[config.mk]
export PLATFORM = sky130hd
export DESIGN_NAME = mpu6050_burst_assembler
export DESIGN_NICKNAME = d
export VERILOG_FILES = /design/src/rtl/mpu6050_burst_assembler.sv
export SDC_FILE = /design/constraint.sdc
export NUM_CORES = 1
export LEC_CHECK = 0
export BUFFER_PORTS_ARGS = -buffer_cell sky130_fd_sc_hd__buf_2
export CORE_ASPECT_RATIO = 0.7
export CORE_MARGIN = 4
export CORE_UTILIZATION = 44
export CTS_BUF_LIST = sky130_fd_sc_hd__clkbuf_4
export CTS_CLUSTER_DIAMETER = 50
export DETAILED_ROUTE_END_ITERATION = 8
export GPL_TIMING_DRIVEN = 0
export HOLD_SLACK_MARGIN = 0.06
export SYNTH_ARGS = -nofsm -noshare
export SYNTH_HDL_FRONTEND = slang
export SYNTH_SLANG_ARGS = --single-unit
export TNS_END_PERCENT = 5
[constraint.sdc]
create_clock -name clk_i -period 2.05 [get_ports clk_i]
set_clock_uncertainty 0.05 [all_clocks]
set_input_delay 0.1025 -clock clk_i [delete_from_list [all_inputs] [get_ports clk_i]]
set_output_delay 0.1025 -clock clk_i [all_outputs]
set_load 0.02 [all_outputs]
[src/rtl/mpu6050_burst_assembler.sv]
// mpu6050_burst_assembler: packs the 14-byte MPU6050 burst into accel/temp/gyro words and commits them atomically
// Optional feature: define MPU_TEMP_CDEG_EN to emit temperature in 0.01 degC instead of the raw sensor word.
module mpu6050_burst_assembler #(
  parameter int NUM_BYTES   = 14,
  parameter int TIMEOUT_CYC = 4000,
  parameter int CNT_W       = 12
) (
  input  logic        clk_i,
  input  logic        reset_ni,
  input  logic        burst_start_i,
  input  logic        burst_abort_i,
  input  logic [7:0]  rx_data_i,
  input  logic        rx_valid_i,
  input  logic        sample_ready_i,
  output logic [15:0] accel_x_o,
  output logic [15:0] accel_y_o,
  output logic [15:0] accel_z_o,
  output logic [15:0] temp_o,
  output logic [15:0] gyro_x_o,
  output logic [15:0] gyro_y_o,
  output logic [15:0] gyro_z_o,
  output logic        sample_valid_o,
  output logic        busy_o,
  output logic        overrun_o,
  output logic        err_timeout_o
);
  typedef enum logic {IDLE, COLLECT} state_e;
  state_e             state_q, state_d;
  logic [3:0]         cnt_q, cnt_d;
  logic [CNT_W-1:0]   timer_q, timer_d;
  logic [103:0]       sh_q, sh_d;
  logic [111:0]       data_q, data_d, burst;
  logic               valid_q, valid_d, ovr_q, ovr_d, tmo_q, tmo_d, commit;
  logic [15:0]        temp_val;

  // Bytes arrive strictly in order, so the shadow is a shift register; the 14th byte joins it at commit.
  assign burst = {sh_q, rx_data_i};

`ifdef MPU_TEMP_CDEG_EN
  logic signed [25:0] prod;
  assign prod     = $signed(burst[63:48]) * 26'sd301;
  assign temp_val = 16'((prod >>> 10) + 26'sd3653);
`else
  assign temp_val = burst[63:48];
`endif

  // Next-state: abort wins in COLLECT, burst_start (re)starts from index 0, otherwise collect bytes or age the timer.
  always_comb begin
    state_d = state_q;
    cnt_d   = cnt_q;
    timer_d = timer_q;
    sh_d    = sh_q;
    tmo_d   = 1'b0;
    commit  = 1'b0;
    if (state_q == COLLECT && burst_abort_i) begin
      state_d = IDLE;
      cnt_d   = '0;
      timer_d = '0;
    end else if (burst_start_i) begin
      state_d = COLLECT;
      cnt_d   = rx_valid_i ? 4'd1 : 4'd0;
      timer_d = '0;
      sh_d    = rx_valid_i ? {sh_q[95:0], rx_data_i} : sh_q;
    end else if (state_q == COLLECT && rx_valid_i) begin
      timer_d = '0;
      commit  = cnt_q == 4'(NUM_BYTES - 1);
      state_d = commit ? IDLE : COLLECT;
      cnt_d   = commit ? 4'd0 : cnt_q + 4'd1;
      sh_d    = commit ? sh_q : {sh_q[95:0], rx_data_i};
    end else if (state_q == COLLECT) begin
      tmo_d   = timer_q == CNT_W'(TIMEOUT_CYC - 1);
      state_d = tmo_d ? IDLE : COLLECT;
      cnt_d   = tmo_d ? 4'd0 : cnt_q;
      timer_d = tmo_d ? '0 : timer_q + CNT_W'(1);
    end
  end

  // Output side: commit loads the whole sample at once; valid holds until accepted.
  always_comb begin
    data_d  = commit ? {burst[111:64], temp_val, burst[47:0]} : data_q;
    valid_d = commit | (valid_q & ~sample_ready_i);
    ovr_d   = commit & valid_q & ~sample_ready_i;
  end

  // Collection state registers.
  always_ff @(posedge clk_i) begin
    if (!reset_ni) begin
      state_q <= IDLE;
      cnt_q   <= '0;
      timer_q <= '0;
      sh_q    <= '0;
    end else begin
      state_q <= state_d;
      cnt_q   <= cnt_d;
      timer_q <= timer_d;
      sh_q    <= sh_d;
    end
  end

  // Committed sample and status pulse registers.
  always_ff @(posedge clk_i) begin
    if (!reset_ni) begin
      data_q  <= '0;
      valid_q <= 1'b0;
      ovr_q   <= 1'b0;
      tmo_q   <= 1'b0;
    end else begin
      data_q  <= data_d;
      valid_q <= valid_d;
      ovr_q   <= ovr_d;
      tmo_q   <= tmo_d;
    end
  end

  assign accel_x_o      = data_q[111:96];
  assign accel_y_o      = data_q[95:80];
  assign accel_z_o      = data_q[79:64];
  assign temp_o         = data_q[63:48];
  assign gyro_x_o       = data_q[47:32];
  assign gyro_y_o       = data_q[31:16];
  assign gyro_z_o       = data_q[15:0];
  assign sample_valid_o = valid_q;
  assign busy_o         = state_q == COLLECT;
  assign overrun_o      = ovr_q;
  assign err_timeout_o  = tmo_q;
endmodule

==> flow_metrics.py, run 1 <==
metrics = {
    "yosys": {
        "synth_nets": 966,
        "syn_area_um2": 8830,
        "syn_avg_cell_area_um2": 9.30,
        "synth-seq-cells": 236,
        "ys_seq_area_share_pct": 53.5,
        "ys_async_sr_fraction_pct": 0,
        "yosysTopAreaCellShare_pct": 53.5,
        "synth_most_common_cell": "nand2_1",
        "yosys-top-cells-count": "345 x nand2_1, 236 x dfxtp_1, 104 x mux2i_1",
        "synthFlopType": "dfxtp_1",
        "synth_area_leaders": "dfxtp_1 54%, nand2_1 15%, mux2i_1 12%",
        "synth.yosys.warnings": 0,
        "synth_edf_count": 0,
        "syn-instance-count": 949,
        "synthDistinctLibCells": 41,
        "synth_top_area_cell": "dfxtp_1",
    },
    "cells_and_area": {
        "fin_nets": 1164,
        "num-fill-cells": 1933,
        "regArea_um2": 4730,
        "drive_gt1_share_pct": 22.1,
        "multi_input_area_um2": 3740,
        "fin_area_um2": 10700,
        "area_growth_pct": 21.2,
    },
    "critical_path": {
        "worstSetupStartpointType": "input port",
        "cp.required_ps": 2590,
        "reg2reg_from": "cnt_q[1]",
        "critPathLaunch": "burst_abort_i",
        "crit_end": "cnt_q[2]",
        "worstPathCellList": "dlygate4sd3_1, buf_2, nand2b_1, dlygate4sd3_1, or4b_1, a21o_1, a2bb2oi_1",
        "reg2reg_depth": 8,
        "cp-end-kind": "flip-flop",
        "path_depth": 7,
        "critPathArrivalTime_ps": 2450,
        "cp_slowest_stage_delay_ps": 580,
        "worstReg2RegEnd": "sh_q[11]",
        "r2r_setup_slack_ps": 140,
        "path_class": "input port to flip-flop",
        "crit_fanout": 4,
        "crit_slowest_cell": "dlygate4sd3_1",
        "path_buf_inv": 3,
        "cp_top_family": "buffers and inverters",
        "crit_top_cell": "dlygate4sd3_1",
    },
    "floorplanning": {
        "die_area_um2": 22400,
        "num_rows": 43,
        "initial_core_util_pct": 44.7,
        "die_w_um": 177,
        "io_pins": 130,
        "fp.dieH_um": 126,
        "core_area_um2": 19700,
    },
    "place": {
        "placed_cell_area_um2": 9800,
        "place_ws_ps": -300,
        "hpwl_mm": 15.4,
        "port_buffers": 127,
        "gp_congestion": 0.796,
    },
    "global_route": {
        "grt_max_degree": 15,
        "grt_pass1_wl_mm": 35.2,
        "track_usage_pct": 19.4,
        "grt.overflow.total": 0,
        "antenna_found_initial": 1,
        "grt_pass1_vias": 6704,
    },
    "route": {
        "drc": 0,
        "first_iter_violations": 383,
        "drt-vias-per-instance": 4.78,
        "finalWirelength_mm": 21.7,
        "wl_per_cell_um": 14.8,
        "ant_nets": 0,
        "dr_total_vias": 6984,
        "first_pass_iters": 5,
    },
    "power_and_ir_drop": {
        "power_density_nw_per_um2": 826,
        "pwr-share-clk_pct": 43.3,
        "swShare_pct": 23.1,
        "leakagePower_uw": 0.00466,
        "switchingPower_uw": 2040,
        "power.internal_uw": 6800,
        "ir_worst_vdd_v": 0.000420,
        "seq_power_share_pct": 52.3,
        "design_power_total_uw": 8830,
        "p_comb_share_pct": 4.4,
    },
    "flow_run": {
        "maxCapViolCount": 0,
    },
    "sta": {
        "finalHoldViolCount": 0,
        "fin_crit_sh_pct": 93.2,
        "fin_crit_ps": 1910,
        "fmax_mhz": 524,
        "worst_pin_slew_ps": 769,
        "setup_viol": 0,
        "hold_slack_ps": 199,
        "rsz0062_at_grt": "true",
        "slew_violations": 0,
        "finalWorstSetupSlack_ps": 140,
        "relSlewSlack_pct": 48.7,
    },
    "clocking": {
        "root_buffer": "clkbuf_4",
        "clkLatencyLatePin_ps": 660,
        "tritoncts": "done",
        "cts_sinks": 236,
        "cts_buffers": 55,
        "h-tree-depth": 2,
        "path_clk_slew_ps": 70,
        "cts_buffer_depth": 3,
    },
    "worst_hold_path": {
        "hp-class": "input port to flip-flop",
    },
    "outcome": {
        "status": "finished clean",
    },
}
flip-flops by register name (all words and copies together), names as in the netlist:
signal,count
data_q,112
sh_q,104
timer_q,12
cnt_q,4
busy_o,1
err_timeout_o,1
overrun_o,1
sample_valid_o,1
power by group through the flow:
stage,Clock (uW),Combinational (uW),Sequential [uW]
global placement,0,361,4720
CTS,3950,389,4610
global route,4210,424,4620
floorplan,0,273,4720
finish,3820,392,4620
detailed placement,0,363,4720
area by class of cell:
| cell class | count | share of cell area, % |
|---|---|---|
| flip-flops and latches | 236 | 44.2 |
| multi-input cells | 643 | 34.9 |
| repair buffers | 142 | 7.32 |
| clock buffers | 86 | 6.04 |
| plain buffers | 64 | 3.47 |
| well taps | 270 | 3.16 |
| clock inverters | 13 | 0.713 |
| inverters | 5 | 0.175 |
| diodes | 1 | 0.0234 |
placed cells by master (no fill, tap or decap), types with 5 or more instances in the layout:
| cell | Yosys | final |
|---|---|---|
| nand2_1 | 345 | 345 |
| buf_4 | 7 | 7 |
| nand3_1 | 6 | 5 |
| clkbuf_4 | 0 | 87 |
| a21oi_1 | 7 | 7 |
| xnor2_1 | 6 | 6 |
| a21boi_1 | 80 | 80 |
| clkbuf_2 | 0 | 5 |
| mux2i_1 | 104 | 104 |
| dlygate4sd3_1 | 0 | 14 |
| nor2_1 | 13 | 13 |
| clkinv_1 | 0 | 10 |
| nand2b_1 | 5 | 5 |
| buf_6 | 9 | 11 |
| clkbuf_1 | 35 | 28 |
| dfxtp_1 | 236 | 235 |
| a21boi_0 | 32 | 32 |
| buf_2 | 14 | 140 |
per-layer routing:
layer	wire, um	GRT usage [%]	vias to the layer above
met4	318	5.50	0
met3	1290	5.51	30
met5	0	0	-
li1	-	-	3577
met2	8150	25.1	160
met1	11900	30.9	3217
timing repair:
item / in CTS / in global routing
resized for setup: 3 / 17
pin swaps: 1 / 1
endpoints found under the setup margin: 173 / 169
buffers inserted: 1 / 0
hold buffers: 14 / 0
endpoints found under the hold margin: 37 / 0
cloned: 0 / 0
worst reg2reg max path: cells and delay by family, from the launching register on:
family                     cells  cell delay, ps
and+or+nand+nor                2             350
adders and majority gates      1             150
AOI/OAI and AO/OA              1             230
DFF                            1             320
buffers and inverters          3             510
muxes                          1             220
logic make-up (layout without fill, tap and decap cells):
group                    count (synthesis)  count (layout)  synth area share (%)
AND/OR/NAND/NOR                        393             393                  18.0
buffers and inverters                   70             310                  4.24
XOR/XNOR                                 9               9                 0.893
multiplexers                           104             104                  11.8
AO/OA/AOI/OAI                          134             134                  11.1
adder cells (fa/ha/maj)                  3               3                 0.425
other                                    0               1                     0
flip-flops                             236             236                  53.5
worst min-delay path by stage:
stage                          to  slack [ps]  cells after the start         start
after floorplan           sh_q[0]         190                      2  rx_data_i[0]
after global placement    sh_q[0]         320                      3  rx_data_i[0]
after detailed placement  sh_q[0]         320                      3  rx_data_i[0]
after CTS                 sh_q[4]         140                      4  rx_data_i[4]
after global routing      sh_q[5]         160                      4  rx_data_i[5]
final                     sh_q[5]         200                      4  rx_data_i[5]
stage by stage:
| step | setup TNS, ps | instances | utilization, % |
|---|---|---|---|
| after floorplan | 0 | 949 | - |
| after global placement | -25430 | 1346 | 49.6 |
| after detailed placement | -36660 | 1346 | 49.6 |
| after CTS | 0 | 1459 | 54.1 |
| after global routing | -31.1 | 1460 | 54.2 |
| final | 0 | 1460 | 54.2 |
Note: power is estimated with default switching activity, not from simulation.
==> run 2, diff against run 1 <==
--- a/config.mk
+++ b/config.mk
@@ -8,12 +8,13 @@
 export BUFFER_PORTS_ARGS = -buffer_cell sky130_fd_sc_hd__buf_2
 export CORE_ASPECT_RATIO = 0.7
 export CORE_MARGIN = 4
-export CORE_UTILIZATION = 44
+export CORE_UTILIZATION = 50
 export CTS_BUF_LIST = sky130_fd_sc_hd__clkbuf_4
 export CTS_CLUSTER_DIAMETER = 50
 export DETAILED_ROUTE_END_ITERATION = 8
 export GPL_TIMING_DRIVEN = 0
 export HOLD_SLACK_MARGIN = 0.06
+export PLACE_DENSITY = 0.71
 export SYNTH_ARGS = -nofsm -noshare
 export SYNTH_HDL_FRONTEND = slang
 export SYNTH_SLANG_ARGS = --single-unit
==> run 2 against run 1 <==
  * Sequential share of layout area increased by 0.10 points
  * Clock power about the same
  * Utilization increased by 7.8 points
  * Critical endpoint is now data_q[60]
  * Largest cell class unchanged
  * Largest power group unchanged
==> flow_metrics.py, run 2 (same netlist as run 1, synthesis figures left out) <==
metrics = {
    "floorplanning": {
        "initial_core_util_pct": 51.3,
        "core_area_um2": 17200,
        "die_w_um": 167,
        "die_area_um2": 19900,
        "fp.dieH_um": 119,
        "num_rows": 40,
        "io_pins": 130,
    },
    "global_route": {
        "grt.overflow.total": 0,
        "antenna_found_initial": 0,
        "grt_pass1_wl_mm": 33.9,
        "grt_pass1_vias": 6788,
        "grt_max_degree": 15,
        "track_usage_pct": 20.9,
    },
    "route": {
        "finalWirelength_mm": 21.1,
        "drc": 0,
        "first_pass_iters": 5,
        "dr_total_vias": 7020,
        "wl_per_cell_um": 14.8,
        "drt-vias-per-instance": 4.92,
        "first_iter_violations": 384,
        "ant_nets": 0,
    },
    "critical_path": {
        "reg2reg_from": "cnt_q[1]",
        "critPathArrivalTime_ps": 2440,
        "crit_fanout": 10,
        "cp_top_family": "simple AND/OR/NAND/NOR gates",
        "crit_slowest_cell": "or4_4",
        "cp-end-kind": "flip-flop",
        "cp_slowest_stage_delay_ps": 580,
        "worstSetupStartpointType": "flip-flop",
        "critPathLaunch": "cnt_q[1]",
        "path_buf_inv": 3,
        "path_class": "flip-flop to flip-flop",
        "cp.required_ps": 2540,
        "crit_top_cell": "buf_6",
        "worstPathCellList": "inv_1, ha_1, nand3_2, or4_4, buf_6, buf_6, nand2_1, a21boi_1",
    },
    "sta": {
        "rsz0062_at_grt": "true",
        "worst_pin_slew_ps": 722,
        "relSlewSlack_pct": 51.6,
        "slew_violations": 0,
        "fmax_mhz": 512,
        "hold_slack_ps": 190,
        "fin_crit_ps": 1950,
        "finalHoldViolCount": 0,
        "setup_viol": 0,
        "fin_crit_sh_pct": 95.3,
    },
    "power_and_ir_drop": {
        "power.internal_uw": 6770,
        "switchingPower_uw": 2060,
        "seq_power_share_pct": 52.3,
        "pwr-share-clk_pct": 43.3,
        "power_density_nw_per_um2": 827,
        "ir_worst_vdd_v": 0.000596,
        "p_comb_share_pct": 4.4,
        "leakagePower_uw": 0.00467,
        "swShare_pct": 23.3,
    },
    "cells_and_area": {
        "drive_gt1_share_pct": 21.9,
        "num-fill-cells": 1577,
        "regMostFlops": "data_q",
        "reg.largest.list": "data_q: 112 flops, sh_q: 104 flops, timer_q: 12 flops",
        "multi_input_area_um2": 3740,
        "diodes": 0,
        "fin_cells": 1427,
        "area_growth_pct": 20.9,
        "largest_register_ffs": 112,
        "mostFrequentLayoutCell": "nand2_1",
        "fin_nets": 1167,
        "regArea_um2": 4730,
        "most-common-layout-cells": "345 x nand2_1, 235 x dfxtp_1, 140 x buf_2",
    },
    "clocking": {
        "cts_buffers": 55,
        "path_clk_slew_ps": 70,
        "tritoncts": "done",
        "root_buffer": "clkbuf_4",
        "cts_buffer_depth": 3,
        "clkLatencyLatePin_ps": 680,
        "cts_sinks": 236,
        "h-tree-depth": 2,
    },
    "place": {
        "gp_congestion": 0.804,
        "port_buffers": 127,
        "placed_cells": 1307,
        "hpwl_mm": 15.0,
    },
    "worst_hold_path": {
        "hp-start": "rx_data_i[6]",
        "hp-class": "input port to flip-flop",
    },
    "outcome": {
        "status": "finished clean",
    },
    "flow_run": {
        "maxCapViolCount": 0,
    },
}
==> run 2: changes by cell type in the layout (fill, tap and decap cells not counted), sizes merged <==
| cell | previous run | this run |
|---|---|---|
| clkinv | 11 | 17 |
| clkbuf | 120 | 116 |
| buf | 158 | 162 |
| dlygate4sd3 | 14 | 15 |
| diode | 1 | 0 |
==> run 2: layout make-up <==
class                           instances  area share (%)
Inverter                                5           0.176
Multi-Input combinational cell        643            35.0
Clock buffer                           84            5.91
Buffer                                 64            3.39
Clock inverter                         19           0.938
Sequential cell                       236            44.3
Tap cell                              231            2.71
Timing Repair Buffer                  145            7.57
==> run 2: path summary, 6_finish.rpt <==
kind                end  slack, ps  cells past startpoint
min reg2reg  data_q[83]        400                      2
max reg2reg  data_q[60]        100                      8
max          data_q[60]        100                      8
min             sh_q[6]        190                      4
==> run 2: routing by layer <==
layer / track usage, % / share of wire (%)
met2: 28.9 / 39
met5: 0 / 0
met4: 6.49 / 1.8
met1: 31.4 / 52
met3: 5.67 / 6.4
==> run 2: timing repair <==
item	in CTS	in global routing
setup endpoints to repair	172	33
gates resized for setup	6	6
hold buffers	15	0
pin swaps	1	0
setup buffers	1	2
hold endpoints to repair	41	0
==> run 2: through the flow <==
| stage | instance area, um2 | TNS (ps) | util [%] | power [uW] | setup slack [ps] |
|---|---|---|---|---|---|
| final | 10700 | 0 | 62.0 | 8830 | 96.9 |
| after global routing | 10700 | -717 | 62.0 | 9200 | -85.2 |
| after CTS | 10700 | 0 | 61.9 | 8920 | 41.2 |
| after detailed placement | 9750 | -20060 | 56.6 | 5080 | -225 |
| after global placement | 9750 | -16360 | 56.6 | 5080 | -166 |
| after floorplan | 8830 | 0 | - | 4990 | 195 |
==> run 2: power groups by stage <==
| stage | clock [uW] | sequential, uW | combinational, uW |
|---|---|---|---|
| global route | 4170 | 4610 | 419 |
| detailed placement | 0 | 4720 | 357 |
| CTS | 3920 | 4610 | 384 |
| finish | 3820 | 4620 | 388 |
| floorplan | 0 | 4720 | 273 |
| global placement | 0 | 4720 | 355 |
==> run 2: worst min-delay path: cells and delay by family <==
| family | cells | cell delay (ps) |
|---|---|---|
| buffers and inverters | 2 | 660 |
| muxes | 1 | 50 |
| and+or+nand+nor | 1 | 50 |
==> run 3, diff against run 2 <==
--- a/config.mk
+++ b/config.mk
@@ -14,7 +14,7 @@
 export DETAILED_ROUTE_END_ITERATION = 8
 export GPL_TIMING_DRIVEN = 0
 export HOLD_SLACK_MARGIN = 0.06
-export PLACE_DENSITY = 0.71
+export PLACE_DENSITY = 0.69
 export SYNTH_ARGS = -nofsm -noshare
 export SYNTH_HDL_FRONTEND = slang
 export SYNTH_SLANG_ARGS = --single-unit
==> constraint.sdc (replaced) <==
create_clock -name clk_i -period 2 [get_ports clk_i]
set_clock_uncertainty 0.05 [all_clocks]
set_input_delay 0.1 -clock clk_i [delete_from_list [all_inputs] [get_ports clk_i]]
set_output_delay 0.1 -clock clk_i [all_outputs]
set_load 0.02 [all_outputs]
==> run 3 against run 2 <==
  * Sequential share of layout area grew 0.68 points
  * Flip-flop and latch count is the same
  * Hold slack lost 7.2 ps
  * Combinational power grew 3%
  * First-iteration DRC count grew 34%
  * Sequential power grew 2%
  * Non-clock buffer count shrank 3
  * Final cell count shrank 2.1%
  * Via count shrank 0.93%
  * Highest routed layer unchanged
==> flow_metrics.py, run 3 (same netlist as run 1, synthesis figures left out) <==
metrics = {
    "outcome": {
        "status": "finished clean",
    },
    "clocking": {
        "clkLatencyLatePin_ps": 670,
        "path_clk_slew_ps": 60,
        "cts_buffer_depth": 3,
        "cts_sinks": 236,
        "cts_buffers": 56,
        "root_buffer": "clkbuf_4",
        "tritoncts": "done",
        "h-tree-depth": 2,
    },
    "power_and_ir_drop": {
        "leakagePower_uw": 0.00458,
        "design_power_total_uw": 8610,
        "power_density_nw_per_um2": 819,
        "p_comb_share_pct": 4.6,
        "swShare_pct": 22.6,
        "ir_worst_vdd_v": 0.000378,
        "switchingPower_uw": 1950,
        "pwr-share-clk_pct": 40.4,
        "power.internal_uw": 6660,
        "seq_power_share_pct": 55.0,
    },
    "floorplanning": {
        "die_w_um": 167,
        "num_rows": 40,
        "core_area_um2": 17200,
        "die_area_um2": 19900,
        "fp.dieH_um": 119,
        "initial_core_util_pct": 51.3,
        "io_pins": 130,
    },
    "worst_hold_path": {
        "hp-class": "input port to flip-flop",
    },
    "cells_and_area": {
        "diodes": 0,
        "utilization_pct": 61.0,
        "regMostFlops": "data_q",
        "area_growth_pct": 19.1,
        "drive_gt1_share_pct": 20.9,
        "fin_nets": 1165,
        "largest_register_ffs": 112,
        "reg.largest.list": "data_q: 112 flops, sh_q: 104 flops, timer_q: 12 flops",
        "multi_input_area_um2": 3740,
        "num-fill-cells": 1607,
        "mostFrequentLayoutCell": "nand2_1",
        "most-common-layout-cells": "345 x nand2_1, 236 x dfxtp_1, 139 x buf_2",
        "regArea_um2": 4720,
    },
    "critical_path": {
        "cp-end-kind": "flip-flop",
        "cp_slowest_stage_delay_ps": 530,
        "path_buf_inv": 2,
        "worstReg2RegEnd": "data_q[95]",
        "reg2reg_from": "cnt_q[0]",
        "path_depth": 7,
        "crit_slowest_cell": "or4_4",
        "worstSetupStartpointType": "flip-flop",
        "path_class": "flip-flop to flip-flop",
        "critPathLaunch": "cnt_q[0]",
        "cp_top_family": "simple AND/OR/NAND/NOR gates",
        "crit_top_cell": "buf_6",
        "crit_end": "data_q[95]",
        "critPathArrivalTime_ps": 2420,
        "r2r_setup_slack_ps": 70,
        "crit_fanout": 10,
        "cp.required_ps": 2490,
        "worstPathCellList": "ha_1, nand3_2, or4_4, buf_6, buf_6, nand2_1, a21boi_1",
        "reg2reg_depth": 7,
    },
    "sta": {
        "slew_violations": 0,
        "finalHoldViolCount": 0,
        "fin_crit_ps": 1930,
        "worst_pin_slew_ps": 736,
        "fmax_mhz": 518,
        "setup_viol": 0,
        "rsz0062_at_grt": "true",
        "relSlewSlack_pct": 50.6,
        "fin_crit_sh_pct": 96.6,
        "finalWorstSetupSlack_ps": 68.8,
        "setup_tns_ps": 0,
        "hold_slack_ps": 183,
    },
    "place": {
        "hpwl_mm": 15.0,
        "place_ws_ps": -212,
        "port_buffers": 127,
        "gp_congestion": 0.829,
    },
    "route": {
        "wl_met3_mm": 1.50,
        "first_iter_violations": 514,
        "ant_nets": 0,
        "met2WireLength_mm": 8.14,
        "wl_met1_mm": 10.9,
        "drt-vias-per-instance": 4.98,
        "first_pass_iters": 5,
        "finalWirelength_mm": 20.8,
        "dr_total_vias": 6955,
        "drc": 0,
        "wl_per_cell_um": 14.9,
        "top_layer": "met4",
    },
    "flow_run": {
        "maxCapViolCount": 0,
    },
    "global_route": {
        "grt_pass1_vias": 6709,
        "grt_pass1_wl_mm": 33.9,
        "grt_max_degree": 15,
        "grt.overflow.total": 0,
        "track_usage_pct": 20.7,
        "antenna_found_initial": 0,
    },
}
==> run 3: changes by cell type in the layout (fill, tap and decap cells not counted), sizes merged <==
cell | previous run | this run
inv | 6 | 5
clkinv | 17 | 2
clkbuf | 116 | 107
buf | 162 | 158
dlygate4sd3 | 15 | 14
==> run 3: layout make-up <==
class	instances	share of cell area, %
buffer	64	3.54
clock buffer	73	5.21
clock inverter	3	0.357
inverter	5	0.179
multi-input combinational	643	35.6
sequential	236	45.0
tap	231	2.75
timing repair buffer	142	7.45
==> run 3: through the flow <==
stage | instance area (um2) | instances
2_1_floorplan | 8830 | 949
3_3_place_gp | 9750 | 1307
3_5_place_dp | 9750 | 1307
4_1_cts | 10500 | 1397
5_1_grt | 10500 | 1397
6_report | 10500 | 1397
==> run 3: metal layers <==
layer	up-vias	track usage, %
met1	3209	31.4
met5	-	0
met3	28	5.97
met4	0	5.88
li1	3536	-
met2	182	28.5
==> run 3: power by group through the flow <==
stage	clock network, uW	registers [uW]	logic [uW]
after CTS	3600	4730	394
after global placement	0	4840	367
after floorplan	0	4840	280
final	3480	4730	398
after global routing	3860	4730	429
after detailed placement	0	4840	367
==> run 3: worst register-to-register path, delay by kind of cell, from the launching register on <==
family | cells | cell delay [ps]
and+or+nand+nor | 3 | 760
DFF | 1 | 400
buffers and inverters | 2 | 370
AOI/OAI and AO/OA | 1 | 60
adders and majority gates | 1 | 190
==> run 3: repair_timing <==
item                                    4_1_cts  5_1_grt
endpoints found under the setup margin      174       79
hold buffers                                 14        0
pin swaps                                     2        0
setup buffers                                 1        0
hold endpoints to repair                     38        0
resized for setup                             5        8
==> run 3: worst min path at each step <==
stage	slack, ps	cells past startpoint	start	to
global route	170	4	rx_data_i[4]	data_q[4]
floorplan	190	2	rx_data_i[0]	sh_q[0]
detailed placement	320	3	rx_data_i[4]	sh_q[4]
global placement	310	3	rx_data_i[0]	sh_q[0]
CTS	110	4	rx_data_i[4]	sh_q[4]
finish	180	4	rx_data_i[4]	sh_q[4]
